--- src/rtl/pkt_decode_ctrl.sv ---
// Packet decoder control: tracks token/data PIDs, steers DATA payload bytes into a block buffer
// and raises the handshake pulses (ack, nack, host_ready, etc.).
module pkt_decode_ctrl #(
    parameter logic [6:0]  DEV_ADDR      = 7'h61,
    parameter int unsigned PAYLOAD_BYTES = 40,
    parameter int unsigned NUM_PACKETS   = 2,
    localparam int unsigned SEL_W = (NUM_PACKETS * PAYLOAD_BYTES > 1) ?
                                    $clog2(NUM_PACKETS * PAYLOAD_BYTES) : 1
) (
    input  logic             clk,
    input  logic             n_rst,
    input  logic             write_enable,
    input  logic [7:0]       rx_data,
    input  logic             eop,
    input  logic             rcv_error,
    output logic             i_data_en,
    output logic [SEL_W-1:0] i_data_sel,
    output logic [7:0]       i_data,
    output logic             p_error,
    output logic             host_ready,
    output logic             quit_hash,
    output logic             new_block,
    output logic             transmit_ack,
    output logic             transmit_nack
);

    localparam int unsigned IDX_W = (NUM_PACKETS > 1) ? $clog2(NUM_PACKETS) : 1;

    localparam logic [7:0] PidIn    = 8'h69;
    localparam logic [7:0] PidOut   = 8'hE1;
    localparam logic [7:0] PidData0 = 8'hC3;
    localparam logic [7:0] PidData1 = 8'h4B;

    typedef enum logic [3:0] {
        StIdle, StInAddr, StInEop, StOutAddr, StData, StDataEop, StEopEnd,
        StDrain, StDupDrain, StDupEnd, StErr, StErrDrain, StErrEnd
    } state_e;

    state_e           state_q, state_d;
    logic             armed_q, armed_d;
    logic             exp_tog_q, exp_tog_d;
    logic [IDX_W-1:0] pkt_idx_q, pkt_idx_d;
    logic [7:0]       byte_cnt_q, byte_cnt_d;
    // Remembers that the bus eop was already seen when the error was taken.
    logic             err_eop_q, err_eop_d;

    logic addr_match;
    logic pid_ok;
    logic last_byte;
    logic last_pkt;
    logic err_exempt;

    assign addr_match = (rx_data[7:1] == DEV_ADDR);
    assign pid_ok     = (rx_data[3:0] == ~rx_data[7:4]);
    assign last_byte  = (byte_cnt_q == 8'(PAYLOAD_BYTES - 1));
    assign last_pkt   = (pkt_idx_q == IDX_W'(NUM_PACKETS - 1));
    assign err_exempt = state_q inside {StIdle, StErr, StErrDrain, StErrEnd};

    assign i_data     = rx_data;
    assign i_data_sel = SEL_W'(pkt_idx_q) * SEL_W'(PAYLOAD_BYTES) + SEL_W'(byte_cnt_q);

    always_ff @(posedge clk or negedge n_rst) begin
        if (!n_rst) begin
            state_q    <= StIdle;
            armed_q    <= 1'b0;
            exp_tog_q  <= 1'b0;
            pkt_idx_q  <= '0;
            byte_cnt_q <= '0;
            err_eop_q  <= 1'b0;
        end else begin
            state_q    <= state_d;
            armed_q    <= armed_d;
            exp_tog_q  <= exp_tog_d;
            pkt_idx_q  <= pkt_idx_d;
            byte_cnt_q <= byte_cnt_d;
            err_eop_q  <= err_eop_d;
        end
    end

    always_comb begin
        state_d       = state_q;
        armed_d       = armed_q;
        exp_tog_d     = exp_tog_q;
        pkt_idx_d     = pkt_idx_q;
        byte_cnt_d    = byte_cnt_q;
        err_eop_d     = err_eop_q;
        i_data_en     = 1'b0;
        p_error       = 1'b0;
        host_ready    = 1'b0;
        quit_hash     = 1'b0;
        new_block     = 1'b0;
        transmit_ack  = 1'b0;
        transmit_nack = 1'b0;

        if (rcv_error && !err_exempt) begin
            state_d   = StErr;
            err_eop_d = eop;
        end else begin
            unique case (state_q)
                StIdle: begin
                    if (write_enable) begin
                        if (!pid_ok) begin
                            state_d   = StErr;
                            err_eop_d = eop;
                        end else if (rx_data == PidIn) begin
                            state_d = StInAddr;
                        end else if (rx_data == PidOut) begin
                            state_d = StOutAddr;
                        end else if (rx_data == PidData0 || rx_data == PidData1) begin
                            if (!armed_q) begin
                                state_d = StDrain;
                            end else if ((rx_data == PidData1) != exp_tog_q) begin
                                state_d = StDupDrain;
                            end else begin
                                state_d = StData;
                            end
                        end else begin
                            state_d = StDrain;
                        end
                    end
                end
                StInAddr: begin
                    if (eop) begin
                        state_d = StIdle;
                    end else if (write_enable) begin
                        state_d = addr_match ? StInEop : StDrain;
                    end
                end
                StInEop: begin
                    if (eop) begin
                        host_ready = 1'b1;
                        state_d    = StIdle;
                    end
                end
                StOutAddr: begin
                    if (eop) begin
                        state_d = StIdle;
                    end else if (write_enable) begin
                        armed_d = addr_match;
                        state_d = StDrain;
                    end
                end
                StData: begin
                    if (eop) begin
                        state_d   = StErr;
                        err_eop_d = 1'b1;
                    end else if (write_enable) begin
                        i_data_en = 1'b1;
                        quit_hash = (pkt_idx_q == '0) && (byte_cnt_q == '0);
                        if (last_byte) begin
                            byte_cnt_d = '0;
                            state_d    = StDataEop;
                        end else begin
                            byte_cnt_d = byte_cnt_q + 8'd1;
                        end
                    end
                end
                StDataEop: begin
                    if (eop) begin
                        exp_tog_d = ~exp_tog_q;
                        if (last_pkt) begin
                            pkt_idx_d = '0;
                            new_block = 1'b1;
                        end else begin
                            pkt_idx_d = pkt_idx_q + IDX_W'(1);
                        end
                        state_d = StEopEnd;
                    end else if (write_enable) begin
                        state_d   = StErr;
                        err_eop_d = 1'b0;
                    end
                end
                StEopEnd: begin
                    if (!eop) begin
                        transmit_ack = 1'b1;
                        state_d      = StIdle;
                    end
                end
                StDrain: begin
                    if (eop) state_d = StIdle;
                end
                StDupDrain: begin
                    if (eop) state_d = StDupEnd;
                end
                StDupEnd: begin
                    if (!eop) begin
                        transmit_ack = 1'b1;
                        state_d      = StIdle;
                    end
                end
                StErr: begin
                    p_error    = 1'b1;
                    byte_cnt_d = '0;
                    pkt_idx_d  = '0;
                    err_eop_d  = 1'b0;
                    state_d    = (eop || err_eop_q) ? StErrEnd : StErrDrain;
                end
                StErrDrain: begin
                    if (eop) state_d = StErrEnd;
                end
                StErrEnd: begin
                    if (!eop) begin
                        transmit_nack = 1'b1;
                        state_d       = StIdle;
                    end
                end
                default: state_d = StIdle;
            endcase
        end
    end

endmodule

--- config.mk ---
export PLATFORM = sky130hd
export DESIGN_NAME = pkt_decode_ctrl
export DESIGN_NICKNAME = d
export VERILOG_FILES = /design/src/rtl/pkt_decode_ctrl.sv
export SDC_FILE = /design/constraint.sdc
export NUM_CORES = 1
export LEC_CHECK = 0
export CAP_MARGIN = 25
export CORE_MARGIN = 2
export CORE_UTILIZATION = 52
export DETAILED_ROUTE_END_ITERATION = 8
export GPL_ROUTABILITY_DRIVEN = 0
export PLACE_DENSITY = 0.8
export SYNTH_ARGS = -nofsm -noshare
export SYNTH_HDL_FRONTEND = slang
export SYNTH_SLANG_ARGS = --single-unit
--- constraint.sdc ---
create_clock -name clk -period 3 [get_ports clk]
set_clock_uncertainty 0.2 [all_clocks]
set_input_delay 0.45 -clock clk [delete_from_list [all_inputs] [get_ports clk]]
set_output_delay 0.45 -clock clk [all_outputs]
set_load 0.1 [all_outputs]
After elaboration in Yosys (flattened, before gate mapping)
Index checks and enable logic that the tools add are counted.
{"block": "totals", "wordCells": 132, "input_bits": 13, "out_inout_bits": 22, "reg_bits": 16}
{"block": "op_classes", "n_eq_ne": 37, "n_bitwise": 5, "muxes": 60, "addsub": 3, "reduce_logical": 20, "multipliers": 1}
{"op": "4-bit two-way mux", "count": 21}
{"op": "4-bit one-hot mux with 10 select lines", "count": 1}
{"op": "1-bit two-way mux", "count": 30}
{"op": "8-bit two-way mux", "count": 3}
{"op": "4-bit == test, second input constant", "count": 5}
{"op": "4-bit != test, second input constant", "count": 5}
{"op": "4-bit by 3-bit == test with 1-bit output, second input constant", "count": 4}
{"op": "8-bit by 7-bit == test with 1-bit output, second input constant", "count": 2}
{"op": "8-bit == test, second input constant", "count": 2}
{"op": "8-bit one-hot mux with 2 select lines", "count": 1}
{"op": "3-bit by 2-bit != test with 1-bit output, second input constant", "count": 4}
{"op": "3-bit != test, second input constant", "count": 4}
{"op": "10-bit AND reduction", "count": 1}
{"op": "8-bit by 1-bit adder with 8-bit output, second input constant", "count": 1}
{"op": "4-bit by 2-bit == test with 1-bit output, second input constant", "count": 2}
{"op": "8-bit by 6-bit == test with 1-bit output, second input constant", "count": 1}
{"op": "8-bit zero test", "count": 1}
{"op": "4-bit AND reduction", "count": 2}
{"op": "7-bit adder", "count": 1}
{"op": "7-bit == test, second input constant", "count": 1}
{"op": "3-bit two-way mux", "count": 2}
{"op": "2-bit != test, second input constant", "count": 3}
{"op": "3-bit AND reduction", "count": 2}
{"op": "6-bit AND reduction", "count": 1}
{"op": "other kinds (19)", "count": 26}

Depth between registers and ports, before layout
{"block": "logic_depth", "word_depth": 11, "ltp_mapped": 7, "mapped_depth_nobuf": 6}

Worst setup path after synthesis
OpenSTA, ideal clock, no wires.
{"block": "synth_timing", "kind": "flip-flop to output port", "start": "register state_q[1]", "end": "output host_ready", "required_ps": 2350, "path_buffers": 2, "slack_ps": -1712, "arrival_time_ps": 4062, "stages_incl_launch_ff": 5, "cell_sequence": "dfrtp_1 -> clkbuf_1 -> buf_1 -> nand2b_1 -> nor4b_1"}
{"block": "synth_between", "elab_chain_cells": 5, "word_cells_on_any_way": 10, "classes_between": "eq/ne (4); mux (2); reduce/logical (4)"}
{"element": "start: declaration", "line": "39", "text": "state_e state_q, state_d;"}
{"element": "start signal: assignment", "line": "64", "text": "state_q <= StIdle;"}
{"element": "start signal: assignment", "line": "71", "text": "state_q <= state_d;"}
{"element": "4-bit == test or 4-bit zero test (tied branches)", "line": "57", "text": "assign err_exempt = state_q inside {StIdle, StErr, StErrDrain, StErrEnd};"}
{"element": "4-bit nonzero test", "line": "57"}
{"element": "1-bit zero test", "line": "95", "text": "if (rcv_error && !err_exempt) begin"}
{"element": "1-bit logical AND", "line": "95"}
{"element": "1-bit two-way mux *", "line": "95"}
{"element": "end: declaration", "line": "20", "text": "output logic host_ready,"}
Every way passes the cells marked *; elsewhere a longest branch is shown, timed or not.

Final worst setup path
{"block": "layout_timing", "start": "input eop", "end": "output quit_hash"}
{"block": "layout_between", "elab_chain_cells": 3}
{"element": "start: declaration", "line": "14", "text": "input logic eop,"}
{"element": "1-bit two-way mux", "line": "144", "text": "if (eop) begin"}
{"element": "1-bit two-way mux", "line": "99", "text": "unique case (state_q)"}
{"element": "1-bit two-way mux", "line": "95"}
{"element": "end: declaration", "line": "21", "text": "output logic quit_hash,"}
Every way passes these cells.

==> qor.yml <==
status: "complete, no violations"
hold_depth: 2
ir_drop_uv: 810
timing.final.ws_setup_ps: 292
core_um2: 3080
critPathKind: "primary input to output pin"
clock_sinks: 16
clock_path_buffers: 2
whs_endpoint: "armed_q"
routed_wl_um: 4240
start_util_pct: 55.2
synth-seq-area-share_pct: 23.6
worstPathRequired_ps: 2350
post_cts.repair.setup_buffers: 0
ant_nets: 0
vias_per_cell: 5.96
yosysTopAreaCellShare_pct: 23.6
syn_area_um2: 1700
finalHoldViolCount: 0
dp_hpwl_um: 3320
grt_use_total_pct: 24.2
fin_hold_ws_ps: 306
vias: 1699
syn_to_final_growth_pct: 25.6
clock_latency_ps: 280
fmax_mhz: 369
io_pins: 35
fillCellCount: 259
h-tree-depth: 1
rows: 20
slowest_stage: "clkdlybuf4s50_1"
synth_cells: 219
fin_cells: 285
fp.dieArea_um2: 3740
clockRootBuffer: "clkbuf_4"
drtPass1Iterations: 4
portBuffers: 34
drive_gt1_share_pct: 20.7
numCtsBuffers: 3
layout.nets: 260
synth_most_common_cell: "o21ai_0"
die_h_um: 61.1
design_area_um2: 2130
antenna_cells: 0
cp_slowest_stage_delay_ps: 580
total_power_mw: 1.78
setup_viol: 0
cp_max_fo: 9
grt.overflow.total: 0
synth_area_per_cell_um2: 7.75
power.density_nw_per_um2: 834
die_w_um: 61.1
placedCellCount: 281
slew_violations: 0
synth_warnings: 0
drc: 0
syn_nets: 237
rr_endpoint: "err_eop_q"
synth.largest_area_cell: "dfrtp_1"
rsz0062_at_grt: "no"
start_kind: "primary input"
async_flop_share_pct: 100
r2r_cells: 6
end_kind: "output pin"
cap_violations: 0
post-route-period-util_pct: 90.3
yosysUniqueCellTypes: 56
power.leakage_nw: 0.887
path_cells: "clkdlybuf4s50_1 > nor4_1 > nand2_1 > nor3_4 > buf_12"
holdCritStartpoint: "armed_q"
placed_cell_area_um2: 2090
ys_ff_latch: 16
synth_ff_type: "dfrtp_1"
synth_enable_flop_cells: 0
first_global_vias: 1436
min_period_ps: 2710
synth.area.top_cells: "dfrtp_1 (24%), o21ai_0 (5.9%), buf_4 (4.9%)"
antenna_found_initial: 0
drtIter0Drc: 118
worstMarginPinSlew_ps: 716
clkTransAtPathRegs_ps: 90
arrival_ps: 2060
hold_path_class: "flop to flop"
synth_common_cells: "o21ai_0 (20), dfrtp_1 (16), nor2_1 (15)"
slew_headroom_pct: 52.1
rr_startpoint: "state_q[3]"
wl_per_cell_um: 14.9
cts_tree: "yes"
place_ws_ps: 232
grt_pass1_wl_um: 6760
grt_max_degree: 21
ff2ff_setup_slack_ps: 560
[worst max-delay path: cells and delay by family]
family	cells	cell delay, ps
AND/OR/NAND/NOR	3	820
buffers and inverters	2	780
[layer usage]
layer,vias up,track usage [%],part of all wire [%]
li1,836,-,-
met1,781,37.2,47
met2,78,36.0,46
met3,4,3.15,6.1
met4,0,5.59,0.80
met5,-,0,0
[state kept, by name, summed over array words and instances, names as in the netlist]
| signal | count |
|---|---|
| byte_cnt_q | 8 |
| state_q | 4 |
| exp_tog_q | 1 |
| armed_q | 1 |
| last_pkt | 1 |
| err_eop_q | 1 |
[cell families after synthesis]
kind of cell / count (synthesis) / synth area share, %
adders and majority gates: 5 / 3.68
DFF: 16 / 23.6
AOI/OAI and AO/OA: 62 / 25.2
and+or+nand+nor: 86 / 29.4
buffers and inverters: 37 / 10.9
muxes: 4 / 2.58
xor gates and xnor gates: 9 / 4.64
[where the power goes]
group / total [mW] / switching (mW) / internal, mW
Clock: 0.139 / 0.0654 / 0.0739
Sequential: 0.366 / 0.0902 / 0.276
Combinational: 1.27 / 0.837 / 0.435
Total: 1.78 / 0.993 / 0.785
[through the flow]
step	setup TNS [ps]	utilization (%)
finish	0	69.3
global route	0	69.3
CTS	0	69.2
detailed placement	0	68.0
global placement	0	68.0
floorplan	-325	-
[worst max-delay path by stage]
stage                     startpoint          to  slack, ps  cells after the start
final                            eop   quit_hash        290                      5
after global routing      state_q[3]   new_block        140                      5
after CTS                 state_q[2]   new_block        140                      5
after detailed placement         eop  state_q[0]        230                      7
after global placement           eop  state_q[2]        290                      7
after floorplan           state_q[1]  host_ready       -330                      4
[what timing repair did]
| item | 4_1_cts | 5_1_grt |
|---|---|---|
| resized for setup | 0 | 1 |
| setup endpoints to repair | 0 | 1 |
| hold buffers | 0 | 0 |
[layout make-up]
cell class	instances	area (µm²)	share of cell area (%)
Clock buffer	4	36.3	1.70
Multi-Input combinational cell	166	1150	53.9
Inverter	11	41.3	1.94
Tap cell	44	55.1	2.58
Sequential cell	16	402	18.8
Timing Repair Buffer	44	448	21.0
[layout by cell type, fill, tap and decap left out, types with 2 or more instances in the layout]
master / n
a211oi_1: 2
a21o_1: 2
a21oi_1: 9
a31oi_1: 5
and3_1: 3
buf_12: 7
buf_4: 25
clkbuf_4: 3
clkdlybuf4s50_1: 12
dfrtp_1: 15
ha_1: 5
inv_1: 11
mux2_2: 3
nand2_1: 11
nand2b_1: 13
nand3_1: 6
nand3b_1: 3
nand4_1: 2
nor2_1: 14
nor2b_1: 5
nor3_1: 7
nor3_2: 2
nor3_4: 2
nor4_1: 3
nor4bb_1: 3
o21ai_0: 20
o31ai_1: 6
or2_0: 3
xnor2_1: 6
xor2_1: 2
No activity file was read; power rests on OpenSTA's default activity.
==> variant 1 (same flow settings) <==
The parameter `NUM_PACKETS` goes from 2 to 1.
--- a/src/rtl/pkt_decode_ctrl.sv
+++ b/src/rtl/pkt_decode_ctrl.sv
@@ -3,7 +3,7 @@
 module pkt_decode_ctrl #(
     parameter logic [6:0]  DEV_ADDR      = 7'h61,
     parameter int unsigned PAYLOAD_BYTES = 40,
-    parameter int unsigned NUM_PACKETS   = 2,
+    parameter int unsigned NUM_PACKETS   = 1,
     localparam int unsigned SEL_W = (NUM_PACKETS * PAYLOAD_BYTES > 1) ?
                                     $clog2(NUM_PACKETS * PAYLOAD_BYTES) : 1
 ) (
Interface: changed (resized i_data_sel); port bits go from 35 to 34. No check against the original RTL was run, so the function may have changed too.
==> variant 1 against the original RTL <==
  * Final area shrank 13%
  * Routed wire length is 9.2% lower
  * Sequential power is 19% higher
  * Synthesized area shrank 10%
  * Sequential cell count shrank 1
  * Total power down 2.5%
  * Critical path depth rose by 1
  * Worst setup slack worse by 0.16 ns
  * Critical path type unchanged
  * Largest cell class unchanged
==> variant 1: results (changes against the original RTL) <==
----------------------------------------------------
[Status]
  Status ... completed (unchanged)

[CTS]
  Clock insertion delay at the later pin of the skew report ... 0.29 ns
  Count of hold-fix buffers inserted at cts ... 0 (unchanged)
  Number of buffers on the longest clock path ... 2 (unchanged)

[Global routing]
  Initial antenna violation count ... 0 (unchanged)
  Wire length of the first global-routing pass ... 6.29 mm (was 6.76 mm)
  Maximum number of pins on one net before global-route repair ... 25 (was 21)
  Number of global-route vias before repair ... 1339 (was 1436)

[Power and ir drop]
  Leakage Power ... 0.796 nW (was 0.887 nW)
  Max IR drop VDD ... 0.000921 V (was 0.000810 V)

[Finish]
  Number of flip-flops and latches ... 15 (was 16)
  NumNets Final ... 225 (was 260)
  Multi-input gate share of total cell area ... 52.3% (was 53.9%)
  FILL cells ... 224 (was 259)
  Final non-clock buffer share ... 22.2% (was 21.0%)
  Clk cell area share ... 1.48% (was 1.70%)
  Utilization after layout ... 67.0% (was 69.3%)
  Non-filler cells, final ... 240 (was 285)
  Number of multi-input combinational cells ... 140 (was 166)
  Share of cells above drive strength 1 ... 21.5% (was 20.7%)
  Area taken by flip-flops and latches ... 375 µm² (was 402 µm²)

[Worst setup path]
  Crit path to ... quit_hash (unchanged)
  Origin of the worst setup path ... rcv_error (was eop)
  Biggest cell delay along the critical path ... 0.42 ns (was 0.58 ns)
  Endpoint of the worst register-to-register path ... byte_cnt_q[6] (was err_eop_q)
  Reg-to-reg critical path startpoint ... state_q[0] (was state_q[3])
  Maximum fanout count along the critical path ... 2 (was 9)

[STA]
  Fmax ... 348 MHz (was 369 MHz)
  Final Hold Slack ... 0.299 ns (was 0.306 ns)

[Yosys]
  Sequential cell area fraction in the yosys report ... 24.6% (was 23.6%)
  Commonest cells in the netlist ... sky130_fd_sc_hd__dfrtp_1, sky130_fd_sc_hd__buf_4, sky130_fd_sc_hd__nor2_1, sky130_fd_sc_hd__o21ai_0, sky130_fd_sc_hd__nand2b_1 (was sky130_fd_sc_hd__o21ai_0, sky130_fd_sc_hd__dfrtp_1, sky130_fd_sc_hd__nor2_1)
  Synth cell types ... 53 (was 56)
  Largest cells by area after synthesis ... sky130_fd_sc_hd__dfrtp_1, sky130_fd_sc_hd__buf_4, sky130_fd_sc_hd__nand2b_1 (was sky130_fd_sc_hd__dfrtp_1, sky130_fd_sc_hd__o21ai_0, sky130_fd_sc_hd__buf_4)
  Synth Net Count ... 207 (was 237)
  Post-synthesis instance total ... 192 (was 219)

[Hold path]
  Min-delay src ... exp_tog_q (was armed_q)
  Count of cells along the worst hold path ... 1 (was 2)
  Hold Crit Endpoint ... exp_tog_q (was armed_q)

[Detailed routing]
  Detailed Route WL ... 3.85 mm (was 4.24 mm)
  Drt first pass iters ... 5 (was 4)
  First-iteration detailed-routing DRC count ... 114 (was 118)
  Number of vias after detailed routing ... 1539 (was 1699)

[Place]
  Half-perimeter wire length after placement ... 2.85 mm (was 3.32 mm)
  Quantity of I/O buffers inserted on ports ... 33 (was 34)
  Pre-CTS setup slack ... 0.144 ns (was 0.232 ns)

----------------------------------------------------
variant 1: cell count changes after synthesis, sizes merged, moves of 3 or more:
cell	unedited run	this run
buf	17	20
ha	5	2
nand2	11	5
nand3	6	3
nor3	11	3
o21ai	20	14
variant 1: logic make-up (layout without fill, tap and decap cells):
family                     after synthesis  count (layout)  share of synthesized area, %
xor gates and xnor gates                 6               6                          3.44
and+or+nand+nor                         72              72                          28.3
muxes                                    8               8                          5.65
AOI/OAI and AO/OA                       52              52                          23.5
adders and majority gates                2               2                          1.64
buffers and inverters                   37              54                          12.9
DFF                                     15              15                          24.6
variant 1: where the power goes:
part           internal (mW)  total, mW  leakage [nW]  switching, mW
clock network         0.0496      0.117        0.0177         0.0677
logic                  0.387       1.18         0.583          0.794
registers              0.279      0.436         0.195          0.156
variant 1: metal layers:
| metal | global-route usage (%) | routed length (µm) |
|---|---|---|
| met5 | 0 | 0 |
| met4 | 3.99 | 0 |
| met3 | 5.36 | 280 |
| met2 | 36.7 | 1790 |
| met1 | 34.4 | 1780 |
==> variant 2 (same flow settings) <==
Made on the original files. Register the output `p_error`, with the module's reset; this adds one clock of latency there. The other outputs are not delayed to match.
--- a/src/rtl/pkt_decode_ctrl.sv
+++ b/src/rtl/pkt_decode_ctrl.sv
@@ -36,6 +36,8 @@
         StDrain, StDupDrain, StDupEnd, StErr, StErrDrain, StErrEnd
     } state_e;
 
+    logic p_error_d;
+
     state_e           state_q, state_d;
     logic             armed_q, armed_d;
     logic             exp_tog_q, exp_tog_d;
@@ -85,7 +87,7 @@
         byte_cnt_d    = byte_cnt_q;
         err_eop_d     = err_eop_q;
         i_data_en     = 1'b0;
-        p_error       = 1'b0;
+        p_error_d     = 1'b0;
         host_ready    = 1'b0;
         quit_hash     = 1'b0;
         new_block     = 1'b0;
@@ -189,7 +191,7 @@
                     end
                 end
                 StErr: begin
-                    p_error    = 1'b1;
+                    p_error_d  = 1'b1;
                     byte_cnt_d = '0;
                     pkt_idx_d  = '0;
                     err_eop_d  = 1'b0;
@@ -209,5 +211,13 @@
         end
     end
 
+    always_ff @(posedge clk or negedge n_rst) begin
+        if (!n_rst) begin
+            p_error <= '0;
+        end else begin
+            p_error <= p_error_d;
+        end
+    end
+
 endmodule
 
Behaviour: not the same (Yosys sat finds a counterexample within 4 cycles, from zero or initial values and one cycle with n_rst low).
==> variant 2 against the original RTL <==
  * Routed wire length grew 3.8%
  * Final area fell by 0.82%
  * Non-clock buffer count increased by 1
  * Total power grew 22%
  * Sequential cell count is 1 higher
  * Cell count is 3.5% lower
  * Worst setup slack lost 0.11 ns
  * Critical path depth did not move
  * Synthesized area grew 1.8%
  * Critical path type is now register to output port
  * Critical endpoint is now new_block
==> variant 2: results (changes against the original RTL) <==
----------------------------------------------------
[Place]
  Placed instance count ... 271 (was 281)
  Half-perimeter wire length after placement ... 3.28 mm (was 3.32 mm)

[Finish]
  Number of flip-flops and latches ... 17 (was 16)
  Clk cell area share ... 1.30% (was 1.70%)
  Number of multi-input combinational cells ... 161 (was 166)
  Non-filler cells, final ... 275 (was 285)
  Count of non-CTS buffers in the layout ... 45 (was 44)
  Sequential portion of the cell area ... 20.1% (was 18.8%)
  Share of cells above drive strength 1 ... 20.3% (was 20.7%)
  NumNets Final ... 250 (was 260)
  Multi-input gate share of total cell area ... 53.7% (was 53.9%)

[Detailed routing]
  Wire length on met2 ... 2.20 mm (was 1.93 mm)
  Met1 wire length ... 1.86 mm (was 2.01 mm)
  Average wire length per cell after detail routing ... 16.0 µm (was 14.9 µm)
  First-iteration detailed-routing DRC count ... 144 (was 118)

[Worst setup path]
  Data arrival time of the worst path ... 2.17 ns (was 2.06 ns)

[Global routing]
  Wire length of the first global-routing pass ... 7.61 mm (was 6.76 mm)
  GRT Resource Usage Total ... 26.0% (was 24.2%)
  GRT met3 Usage ... 4.41% (was 3.15%)
  Maximum number of pins on one net before global-route repair ... 26 (was 21)

[Yosys]
  Avg Synthesized Cell Area ... 8.27 µm² (was 7.75 µm²)
  Synth cell types ... 61 (was 56)
  Commonest cells in the netlist ... sky130_fd_sc_hd__o21ai_0, sky130_fd_sc_hd__dfrtp_1, sky130_fd_sc_hd__buf_4 (was sky130_fd_sc_hd__o21ai_0, sky130_fd_sc_hd__dfrtp_1, sky130_fd_sc_hd__nor2_1)
  Synth Net Count ... 227 (was 237)

[Status]
  Status ... completed (unchanged)

[Power and ir drop]
  Leakage Power ... 0.892 nW (was 0.887 nW)

----------------------------------------------------
[variant 2: worst reg2reg max path: cells and delay by family, from the launching register on]
family / cells / cell delay (ns)
AND/OR/NAND/NOR: 3 / 1.18
AO/OA/AOI/OAI: 2 / 0.54
flip-flops: 1 / 0.45
[variant 2: worst paths after layout]
path / startpoint / endpoint / slack (ns) / cells after the start
min in group asynchronous: n_rst / byte_cnt_q[2] / 0.39 / 1
setup / recovery: state_q[3] / new_block / 0.18 / 5
max in group asynchronous: n_rst / armed_q / 1.70 / 1
hold reg to reg: exp_tog_q / exp_tog_q / 0.33 / 1
setup reg to reg: state_q[3] / byte_cnt_q[5] / 0.54 / 5
hold / removal: exp_tog_q / exp_tog_q / 0.33 / 1
[variant 2: repair_timing]
action / 4_1_cts / 5_1_grt
endpoints found under the hold margin: 0 / 0
hold buffers: 0 / 0
resized for setup: 0 / 1
setup endpoints to repair: 0 / 1
[variant 2: where the power goes]
part / internal (mW) / switching (mW)
logic: 0.522 / 1.08
clock network: 0.0497 / 0.0799
registers: 0.320 / 0.117
[variant 2: logic make-up (layout without fill, tap and decap cells)]
| kind of cell | count (synthesis) | after routing | synth area share [%] |
|---|---|---|---|
| simple gates | 82 | 82 | 29.2 |
| compound gates | 60 | 60 | 24.0 |
| xor+xnor | 8 | 8 | 4.05 |
| buf+inv | 31 | 53 | 10.7 |
| flops | 17 | 17 | 24.6 |
| mux | 6 | 6 | 3.83 |
| fa+ha+maj | 5 | 5 | 3.62 |
[variant 2: per-stage QoR]
step / worst slack [ns] / utilization (%)
after detailed placement: 0.354 / 67.3
after CTS: 0.125 / 68.1
final: 0.180 / 68.1
after floorplan: 0.0785 / -
after global placement: 0.411 / 67.3
after global routing: 0.0298 / 68.1
